## src/rtl/fetch_unit_pkg.sv

```systemverilog
// rtl/fetch_unit_pkg.sv - shared types and constants for the instruction fetch unit
package fetch_unit_pkg;

  typedef logic [31:0] Inst;
  typedef logic [31:0] InstAddr;

  typedef struct packed {
    InstAddr pc;
    Inst     inst;
  } FetchEntry;

  typedef enum logic {
    ST_RUN,
    ST_REDIRECT_PENDING
  } fetch_state_t;

  localparam InstAddr RESET_PC_DEFAULT = 32'h0000_0000;
  localparam int      QUEUE_DEPTH      = 2;

  // Redirect targets are word addresses; the two low bits carry no meaning.
  function automatic InstAddr word_align(input InstAddr a);
    return a & ~32'h0000_0003;
  endfunction

endpackage

```

## src/rtl/fetch_queue.sv

```systemverilog
// rtl/fetch_queue.sv - two-entry {pc, inst} queue between ICache and decode
module fetch_queue
  import fetch_unit_pkg::*;
(
  input  logic       i_clock,
  input  logic       i_reset,
  input  logic       i_push,
  input  FetchEntry  i_entry,
  input  logic       i_pop,
  input  logic       i_flush,
  output FetchEntry  o_head,
  output logic [1:0] o_count
);

  FetchEntry  r_mem [QUEUE_DEPTH];
  logic       r_wr_ptr;
  logic       r_rd_ptr;
  logic [1:0] r_count;
  logic       w_do_push;
  logic       w_do_pop;

  assign w_do_push = i_push && (r_count != 2'd2);
  assign w_do_pop  = i_pop  && (r_count != 2'd0);

  always_ff @(posedge i_clock) begin
    if (i_reset) begin
      r_wr_ptr <= 1'b0;
      r_rd_ptr <= 1'b0;
      r_count  <= 2'd0;
      for (int i = 0; i < QUEUE_DEPTH; i++) r_mem[i] <= '0;
    end else if (i_flush) begin
      r_wr_ptr <= 1'b0;
      r_rd_ptr <= 1'b0;
      r_count  <= 2'd0;
    end else begin
      if (w_do_push) begin
        r_mem[r_wr_ptr] <= i_entry;
        r_wr_ptr        <= ~r_wr_ptr;
      end
      if (w_do_pop) r_rd_ptr <= ~r_rd_ptr;
      case ({w_do_push, w_do_pop})
        2'b10:   r_count <= r_count + 2'd1;
        2'b01:   r_count <= r_count - 2'd1;
        default: r_count <= r_count;
      endcase
    end
  end

  assign o_head  = r_mem[r_rd_ptr];
  assign o_count = r_count;

endmodule

```

## src/rtl/fetch_unit.sv

```systemverilog
// rtl/fetch_unit.sv - PC sequencing, ICache request control and redirect handling
module fetch_unit
  import fetch_unit_pkg::*;
#(
  parameter InstAddr RESET_PC = RESET_PC_DEFAULT
) (
  input  logic        i_clock,
  input  logic        i_reset,
  output logic [31:0] o_cache_addr,
  output logic        o_cache_rd,
  input  logic [31:0] i_cache_inst,
  input  logic        i_cache_busy,
  input  logic        i_redirect,
  input  logic [31:0] i_redirect_pc,
  output logic        o_valid,
  output logic [31:0] o_inst,
  output logic [31:0] o_pc,
  input  logic        i_ready
);

  fetch_state_t r_state;
  InstAddr      r_pc;
  InstAddr      r_target;
  logic         r_outstanding;

  FetchEntry    w_head;
  FetchEntry    w_entry;
  logic [1:0]   w_count;
  logic         w_rd;
  logic         w_accept;
  logic         w_valid;
  logic         w_push;
  logic         w_pop;
  InstAddr      w_redirect_pc;

  assign w_redirect_pc = word_align(i_redirect_pc);

  // Once a request is in flight it stays asserted until the cache answers.
  always_comb begin
    w_rd = 1'b0;
    if (!i_reset)
      w_rd = (r_state == ST_REDIRECT_PENDING) || (w_count < 2'd2) || r_outstanding;
  end

  assign w_accept = w_rd && !i_cache_busy;
  assign w_valid  = !i_reset && (w_count != 2'd0);
  assign w_push   = (r_state == ST_RUN) && w_accept && !i_redirect;
  assign w_pop    = w_valid && i_ready && !i_redirect;
  assign w_entry  = '{pc: r_pc, inst: i_cache_inst};

  fetch_queue u_queue (
    .i_clock (i_clock),
    .i_reset (i_reset),
    .i_push  (w_push),
    .i_entry (w_entry),
    .i_pop   (w_pop),
    .i_flush (i_redirect),
    .o_head  (w_head),
    .o_count (w_count)
  );

  always_ff @(posedge i_clock) begin
    if (i_reset) begin
      r_state       <= ST_RUN;
      r_pc          <= RESET_PC;
      r_target      <= '0;
      r_outstanding <= 1'b0;
    end else begin
      r_outstanding <= w_rd && i_cache_busy;
      case (r_state)
        ST_RUN: begin
          if (i_redirect) begin
            if (i_cache_busy) begin
              r_target <= w_redirect_pc;
              r_state  <= ST_REDIRECT_PENDING;
            end else begin
              r_pc <= w_redirect_pc;
            end
          end else if (w_accept) begin
            r_pc <= r_pc + 32'd4;
          end
        end
        // The stale refill must complete before the new target can be requested.
        ST_REDIRECT_PENDING: begin
          if (i_redirect && i_cache_busy) begin
            r_target <= w_redirect_pc;
          end else if (i_redirect) begin
            r_pc    <= w_redirect_pc;
            r_state <= ST_RUN;
          end else if (!i_cache_busy) begin
            r_pc    <= r_target;
            r_state <= ST_RUN;
          end
        end
        default: r_state <= ST_RUN;
      endcase
    end
  end

  assign o_cache_addr = i_reset ? RESET_PC : r_pc;
  assign o_cache_rd   = w_rd;
  assign o_valid      = w_valid;
  assign o_inst       = w_valid ? w_head.inst : '0;
  assign o_pc         = w_valid ? w_head.pc   : '0;

endmodule

```

## config.mk

```make
export PLATFORM = sky130hd
export DESIGN_NAME = fetch_unit
export DESIGN_NICKNAME = d
export VERILOG_FILES = /design/src/rtl/fetch_unit_pkg.sv /design/src/rtl/fetch_queue.sv /design/src/rtl/fetch_unit.sv
export SDC_FILE = /design/constraint.sdc
export NUM_CORES = 1
export LEC_CHECK = 0
export ABC_AREA = 1
export BUFFER_PORTS_ARGS = -buffer_cell sky130_fd_sc_hd__buf_2
export CORE_MARGIN = 2
export CORE_UTILIZATION = 47
export DETAILED_ROUTE_END_ITERATION = 10
export PLACE_DENSITY = 0.71
export REMOVE_ABC_BUFFERS = 1
export SLEW_MARGIN = 15
export SYNTH_ARGS = -nofsm -noshare
export SYNTH_HDL_FRONTEND = slang
export SYNTH_SLANG_ARGS = --single-unit
```

## constraint.sdc

```tcl
create_clock -name i_clock -period 3.7 [get_ports i_clock]
set_input_delay 0 -clock i_clock [delete_from_list [all_inputs] [get_ports i_clock]]
set_output_delay 0 -clock i_clock [all_outputs]
set_load 0.03 [all_outputs]
```

==> metrics.md, run 1 <==
| Metric | Value |
|---|---|
| Clk pwr share | `37.9%` |
| Leak | `0.00546 uW` |
| Synth Cell Area | `0.00970 mm^2` |
| Final Hold Vio Count | `0` |
| Sequential share of power | `51.2%` |
| Reg-to-Reg Start | `r_state` |
| Fillers | `1818` |
| Resize count post-CTS | `0` |
| Die area | `0.0218 mm^2` |
| Hold Crit Class | `in -> reg` |
| Largest net degree at the start of global routing | `64` |
| Worst slew pin tran | `827 ps` |
| Yosys reg bits | `191` |
| Slew headroom | `44.8%` |
| Clk_skew | `9.33 ps` |
| Io pins | `167` |
| Core area | `0.0202 mm^2` |
| Num CTS Buffers | `17` |
| Pwr Density | `400 mW/mm^2` |
| Detailed-placement wirelength estimate | `15.1 mm` |
| Fin nets | `1417` |
| Asr flop ratio synth | `0%` |
| Crit-path max FO | `28` |
| Area Growth Syn to Fin | `22.0%` |
| Comb pwr share | `10.8%` |
| Sequential share of the synthesized area | `52.2%` |
| Critical Path RT | `3700 ps` |
| Row count | `52` |
| Clk buf depth | `2` |
| PortBufs | `160` |
| Vias in the first global route | `7589` |
| Setup crit end | `o_pc[12]` |
| Starting Density | `47.9%` |
| CTS tree | `built` |
| Grt ovf | `0` |
| Clock transition at the registers of the reported paths | `70 ps` |
| Antenna violations before repair | `0` |
| P_sw | `1260 uW` |
| Share of cells above drive strength 1 | `22.1%` |
| Net switching fraction of the power | `26.7%` |
| Drt drc | `0` |
| Setup ws final | `1360 ps` |
| WL per Instance | `14.5 um` |
| Hold Worst Slack | `21.0 ps` |
| Total track usage | `21.6%` |
| Via Count | `8092` |
| Layout Utilization | `58.5%` |
| Cell internal pwr | `3470 uW` |
| Reg-to-reg critical path endpoint | `u_queue.r_mem[1][3]` |
| Die width | `148 um` |
| Worst Path Arrival | `2340 ps` |
| DRT iter0 DRCs | `598` |
| First-pass GRT wire length | `37.5 mm` |
| Crit Path Class | `reg -> out` |
| Max-slew violations | `0` |
| Setup TNS | `0 ps` |
| Tot Pwr | `4730 uW` |
| Reg-to-reg slack, setup | `1570 ps` |
| Main synth FF type | `edfxtp_1` |
| Fmax | `427 MHz` |
| Final min period | `2340 ps` |
| Outcome | `finished clean` |
| CP endpoint kind | `output port` |
| Final setup violation count | `0` |
| Initial DRT Pass Iterations | `5` |
| Max-cap check violation count | `0` |
| Setup Fix Bufs, Post-CTS | `0` |
| Antenna Cells | `0` |
| Clock Root Buffer | `clkbuf_16` |
| RSZ-0062 raised after global routing | `false` |
| Mapped Cells | `1147` |
| Synth top area cells | `edfxtp_1 (38%), dfxtp_1 (14%), nand2_1 (10%)` |
| Syn Area/Cell | `8.46 um^2` |
| Antenna-violating nets left | `0` |
| Worst-Skew Late Latency | `440 ps` |
| Syn. warnings | `0` |
| R2R cell count | `8` |
| Die Ht | `148 um` |
| Post-synth top area share | `38.4%` |
| Max IR drop VDD | `0.308 mV` |
| Clk sink count | `191` |
| Area leader, netlist | `edfxtp_1` |
| Unique masters post-synth | `37` |
| Crit share post-route | `63.2%` |
| H-tree depth | `4` |
| CP startpoint kind | `flip-flop` |
| Number of enable flip-flop cells after synthesis | `124` |
| GP Congestion | `0.890` |
| Vias per cell | `4.97` |
| Final Routed Wirelength | `23.6 mm` |
| Dpl ws | `1440 ps` |
-- layout make-up --
| class | count | area, um^2 | share of cell area [%] |
|---|---|---|---|
| Multi-Input combinational cell | 743 | 3710 | 31.3 |
| Sequential cell | 191 | 5070 | 42.8 |
| Tap cell | 270 | 338 | 2.85 |
| Clock inverter | 15 | 159 | 1.34 |
| Clock buffer | 17 | 425 | 3.59 |
| Inverter | 158 | 593 | 5.01 |
| Timing Repair Buffer | 235 | 1550 | 13.1 |
-- power by group through the flow --
stage	logic (uW)	clock network, uW	registers, uW
after floorplan	288	0	2460
after global placement	453	0	2470
after detailed placement	456	0	2470
after CTS	510	1820	2420
after global routing	564	1900	2440
final	513	1800	2430
-- worst max-delay path: stages, from the launching register on --
cell and delay (ps):
dfxtp_2 790, buf_4 400, mux2_2 370, nand2_1 70, inv_1 70, buf_2 180
-- synthesized netlist by cell type, types with 5 or more instances --
cell      number
nand2_1      266
nor2_1       219
inv_1        153
edfxtp_1     124
dfxtp_1       67
mux2_2        62
a21oi_1       60
o21ai_0       37
nand3_1       25
clkbuf_1      21
nor2_2        16
a22o_1        14
buf_2         13
buf_6         13
buf_4          8
a31oi_1        5
inv_2          5
o32ai_1        5
-- routing by layer --
metal  up-vias  track usage [%]  routed length (um)
li1       4051                -                   -
met1      3758             29.0               10500
met2       256             36.4               11300
met3        27             3.33                1400
met4         0             5.87                 393
met5         -                0                   0
-- worst min path at each step --
stage	start	to	slack (ps)	depth (start not counted)
floorplan	i_reset	r_pc[5]	70	1
global placement	i_redirect_pc[14]	r_target[14]	260	3
detailed placement	i_redirect_pc[6]	r_target[6]	270	3
CTS	i_ready	u_queue.r_rd_ptr	4	6
global route	i_ready	u_queue.r_rd_ptr	100	6
finish	i_ready	u_queue.r_rd_ptr	20	6
-- logic make-up (layout without fill, tap and decap cells) --
group	after synthesis	after routing	share of synthesized area, %
muxes	62	62	7.20
AOI/OAI and AO/OA	128	128	7.62
adders and majority gates	2	2	0.258
and+or+nand+nor	544	544	22.6
xor gates and xnor gates	3	3	0.271
DFF	191	191	52.2
other	1	4	0.0387
buffers and inverters	216	425	9.84
-- registers in the layout (all words and copies together) (netlist names), named ones only --
name / flops
r_outstanding: 1
u_queue.r_wr_ptr: 1
r_pc: 30
u_queue.r_mem: 124
r_state: 1
r_target: 30
u_queue.o_count: 2
u_queue.r_rd_ptr: 1
-- timing repair --
item                       4_1_cts  5_1_grt
hold buffers                    64        0
hold endpoints to repair       110        0
setup endpoints to repair        0        0
-- metrics by stage --
stage | area [um^2] | instances
floorplan | 9350 | 1092
global placement | 10600 | 1533
detailed placement | 10600 | 1533
CTS | 11800 | 1629
global route | 11800 | 1629
finish | 11800 | 1629
-- cell usage in the layout, fill, tap and decap left out, drive strengths merged, types with 5 or more instances in the layout --
master / n
dlygate4sd3: 64
clkinv: 6
a22o: 14
mux2: 62
a31oi: 5
a21oi: 61
dfxtp: 67
edfxtp: 124
clkbuf: 17
nand3: 26
buf: 171
nand2: 270
nor2: 237
inv: 167
o32ai: 5
o21ai: 39
Note: power is estimated with default switching activity, not from simulation.
==> run 2: changes to the inputs <==
--- a/config.mk
+++ b/config.mk
@@ -5,7 +5,7 @@
 export SDC_FILE = /design/constraint.sdc
 export NUM_CORES = 1
 export LEC_CHECK = 0
-export ABC_AREA = 1
+export ABC_AREA = 0
 export BUFFER_PORTS_ARGS = -buffer_cell sky130_fd_sc_hd__buf_2
 export CORE_MARGIN = 2
 export CORE_UTILIZATION = 47
==> constraint.sdc (replaced) <==
create_clock -name i_clock -period 2.16 [get_ports i_clock]
set_input_delay 0 -clock i_clock [delete_from_list [all_inputs] [get_ports i_clock]]
set_output_delay 0 -clock i_clock [all_outputs]
set_load 0.03 [all_outputs]
==> run 2 against run 1 <==
Against the previous run:
- sequential share of layout area down 0.42 points
- count of clock-buffer cells in the layout grew 1
- register-to-register slack worse by 1400 ps
- largest cell class unchanged
- synthesized area down 4.6%
- sequential power is 70% higher
- clock skew about the same
- global-route usage increased by 0.66 points
==> metrics.md, run 2 <==
| Metric | Value |
|---|---|
| Biggest register | `u_queue.r_mem (unchanged)` |
| Max-slew violations | `0 (unchanged)` |
| Share of cells above drive strength 1 | `21.6% (was 22.1%)` |
| Clk buf depth | `2 (unchanged)` |
| Largest net degree at the start of global routing | `59 (was 64)` |
| CP startpoint kind | `flip-flop (unchanged)` |
| Die area | `0.0208 mm^2 (was 0.0218 mm^2)` |
| Clock Root Buffer | `clkbuf_16 (unchanged)` |
| CP endpoint kind | `flip-flop (was output port)` |
| Main synth FF type | `edfxtp_1 (unchanged)` |
| Top Metal Used | `met4 (unchanged)` |
| Slew headroom | `50.9% (was 44.8%)` |
| Final Instance Area | `0.0120 mm^2 (was 0.0118 mm^2)` |
| Worst-Skew Late Latency | `430 ps (was 440 ps)` |
| Clock transition at the registers of the reported paths | `70 ps (about the same)` |
| Area leader, netlist | `edfxtp_1 (unchanged)` |
| Post-synth top area share | `40.2% (was 38.4%)` |
| First-pass GRT wire length | `35.9 mm (was 37.5 mm)` |
| Initial DRT Pass Iterations | `5 (unchanged)` |
| Die Ht | `144 um (was 148 um)` |
| Vias in the first global route | `7082 (was 7589)` |
| Final Hold Vio Count | `0 (unchanged)` |
| Synth top cells by count | `edfxtp_1 (124), nand2_1 (124), and2_1 (122) (was nand2_1 (266), nor2_1 (219), inv_1 (153))` |
| Worst Path Arrival | `2370 ps (was 2340 ps)` |
| Leak | `0.00469 uW (was 0.00546 uW)` |
| Setup TNS | `0 ps (unchanged)` |
| Total track usage | `22.2% (was 21.6%)` |
| Crit share post-route | `93.5%` |
| Pwr Density | `705 mW/mm^2 (was 400 mW/mm^2)` |
| Setup Fix Bufs, Post-CTS | `0 (unchanged)` |
| Critical Path RT | `2510 ps (was 3700 ps)` |
| Mapped Cells | `939 (was 1147)` |
| Max IR drop VDD | `0.572 mV (was 0.308 mV)` |
| H-tree depth | `4 (unchanged)` |
| RSZ-0062 raised after global routing | `false (unchanged)` |
| WL per Instance | `16.3 um (was 14.5 um)` |
| Syn. warnings | `0 (unchanged)` |
| Antenna-violating nets left | `0 (unchanged)` |
| Io pins | `167 (unchanged)` |
| Detailed-placement wirelength estimate | `15.3 mm (was 15.1 mm)` |
| Fmax | `495 MHz` |
| Outcome | `finished clean (unchanged)` |
| Die width | `144 um (was 148 um)` |
| PortBufs | `160 (unchanged)` |
| Final Routed Wirelength | `23.5 mm (was 23.6 mm)` |
| Sequential share of the synthesized area | `54.7% (was 52.2%)` |
| Synth top area cells | `edfxtp_1 (40%), dfxtp_1 (14%), and2_1 (8.2%) (was edfxtp_1 (38%), dfxtp_1 (14%), nand2_1 (10%))` |
| Hold Crit Class | `in -> reg (unchanged)` |
| Max-cap check violation count | `0 (unchanged)` |
| Max reg flops | `124 (unchanged)` |
| Via Count | `7611 (was 8092)` |
| Antenna Cells | `0 (unchanged)` |
| Hold Worst Slack | `42.3 ps (was 21.0 ps)` |
| Crit Path Class | `reg -> reg (was reg -> out)` |
| Antenna violations before repair | `0 (unchanged)` |
| Biggest regs | `u_queue.r_mem (124), r_pc (30), r_target (30) (unchanged)` |
| Unique masters post-synth | `53 (was 37)` |
| Yosys reg bits | `191 (unchanged)` |
| Number of enable flip-flop cells after synthesis | `124 (unchanged)` |
| Asr flop ratio synth | `0% (unchanged)` |
| Clk sink count | `191 (unchanged)` |
| Most frequent cells in the layout | `buf_2 (160), nand2_1 (124), edfxtp_1 (124), and2_1 (122), nor2_1 (90) (was nand2_1 (264), nor2_1 (218), buf_2 (160), inv_1 (153), edfxtp_1 (124))` |
| Comb pwr share | `9.7% (was 10.8%)` |
| Clk pwr share | `41.3% (was 37.9%)` |
| GP Congestion | `0.898 (was 0.890)` |
| Syn Area/Cell | `9.86 um^2 (was 8.46 um^2)` |
| Dpl cell area | `0.0107 mm^2 (was 0.0106 mm^2)` |
| Vias per cell | `5.28 (was 4.97)` |
| Fin nets | `1235 (was 1417)` |
| Sequential share of power | `49.0% (was 51.2%)` |
| Worst slew pin tran | `737 ps (was 827 ps)` |
| Met1 WL | `10.1 mm (was 10.5 mm)` |
| Crit-path max FO | `14 (was 28)` |
| Row count | `51 (was 52)` |
| Cell internal pwr | `6460 uW (was 3470 uW)` |
| Slowest CP cell | `or4_1 (was dfxtp_2)` |
| Core area | `0.0194 mm^2 (was 0.0202 mm^2)` |
| Met2 wire length | `11.3 mm (about the same)` |
| CTS tree | `built (unchanged)` |
| Most common cell after layout, fill and taps aside | `buf_2 (was nand2_1)` |
| Starting Density | `47.7% (was 47.9%)` |
| Final setup violation count | `0 (unchanged)` |
| Final min period | `2020 ps` |
| Drt drc | `0 (unchanged)` |
| Area Growth Syn to Fin | `29.2% (was 22.0%)` |
| DR WL met3 | `1.40 mm (about the same)` |
| Clk_skew | `9.53 ps (was 9.33 ps)` |
| P_sw | `1960 uW (was 1260 uW)` |
| Crit-path cells | `and4_1 -> nor4b_4 -> buf_12 -> nand4b_2 -> or4_1 -> a31oi_1 (was buf_4 -> mux2_2 -> nand2_1 -> inv_1 -> buf_2)` |
| Num CTS Buffers | `17 (unchanged)` |
| Synth Cell Area | `0.00926 mm^2 (was 0.00970 mm^2)` |
| Net switching fraction of the power | `23.3% (was 26.7%)` |
| DRT iter0 DRCs | `585 (was 598)` |
| Grt ovf | `0 (unchanged)` |
| Slowest stage delay, CP | `520 ps (was 790 ps)` |
[run 2: what timing repair did]
item | CTS | global route
pin swaps | 1 | 0
endpoints found under the hold margin | 109 | 0
gates cloned | 1 | 0
hold buffers | 64 | 0
setup endpoints to repair | 35 | 2
gates resized for setup | 0 | 1
[run 2: worst max-delay path: cells and delay by family, from the launching register on]
| kind | cells | cell delay, ps |
|---|---|---|
| AOI/OAI and AO/OA | 1 | 160 |
| DFF | 1 | 430 |
| buffers and inverters | 1 | 180 |
| and+or+nand+nor | 4 | 1170 |
[run 2: cells by family (layout without fill, tap and decap cells)]
logic type / count (synthesis) / count (layout) / synth area share, %
buffers and inverters: 83 / 317 / 3.58
AO/OA/AOI/OAI: 148 / 149 / 9.34
flip-flops: 191 / 191 / 54.7
adder cells (fa/ha/maj): 2 / 2 / 0.270
AND/OR/NAND/NOR: 439 / 439 / 24.0
XOR/XNOR: 4 / 4 / 0.378
other: 1 / 4 / 0.0405
multiplexers: 71 / 71 / 7.68
[run 2: layer usage]
metal	vias to the layer above	global-route usage (%)
li1	3710	-
met1	3590	28.9
met2	272	37.3
met3	39	3.51
met4	0	8.84
met5	-	0
[run 2: power by group through the flow]
stage               Clock (uW)  Combinational, uW  Sequential [uW]
global placement             0                710             4200
global route              3680                891             4150
finish                    3480                816             4130
CTS                       3540                814             4130
detailed placement           0                720             4210
floorplan                    0                365             4230
[run 2: stage by stage]
step                      total power, uW  util (%)  setup slack, ps  cells
after floorplan                      4590         -            -5120    870
after global placement               4910      54.9              207   1345
after detailed placement             4930      54.9              174   1345
after CTS                            8480      61.6              101   1442
after global routing                 8720      61.7             41.7   1442
final                                8430      61.7              140   1442
[run 2: final cells by class]
type                            count  area, um^2
Clock inverter                     14         225
Tap cell                          265         332
Inverter                           11        45.0
Sequential cell                   191        5070
Fill cell                        1667        7440
Clock buffer                       18         429
Timing Repair Buffer              274        1930
Multi-Input combinational cell    669        3930
[run 2: path summary, 6_finish.rpt]
kind	from	end	slack, ps	cells past startpoint
worst max-delay path	r_pc[14]	r_pc[31]	140	6
worst min-delay path	i_ready	flip-flop	40	4
worst max register to register	r_pc[14]	r_pc[31]	140	6
worst min register to register	r_target[21]	r_target[21]	450	2
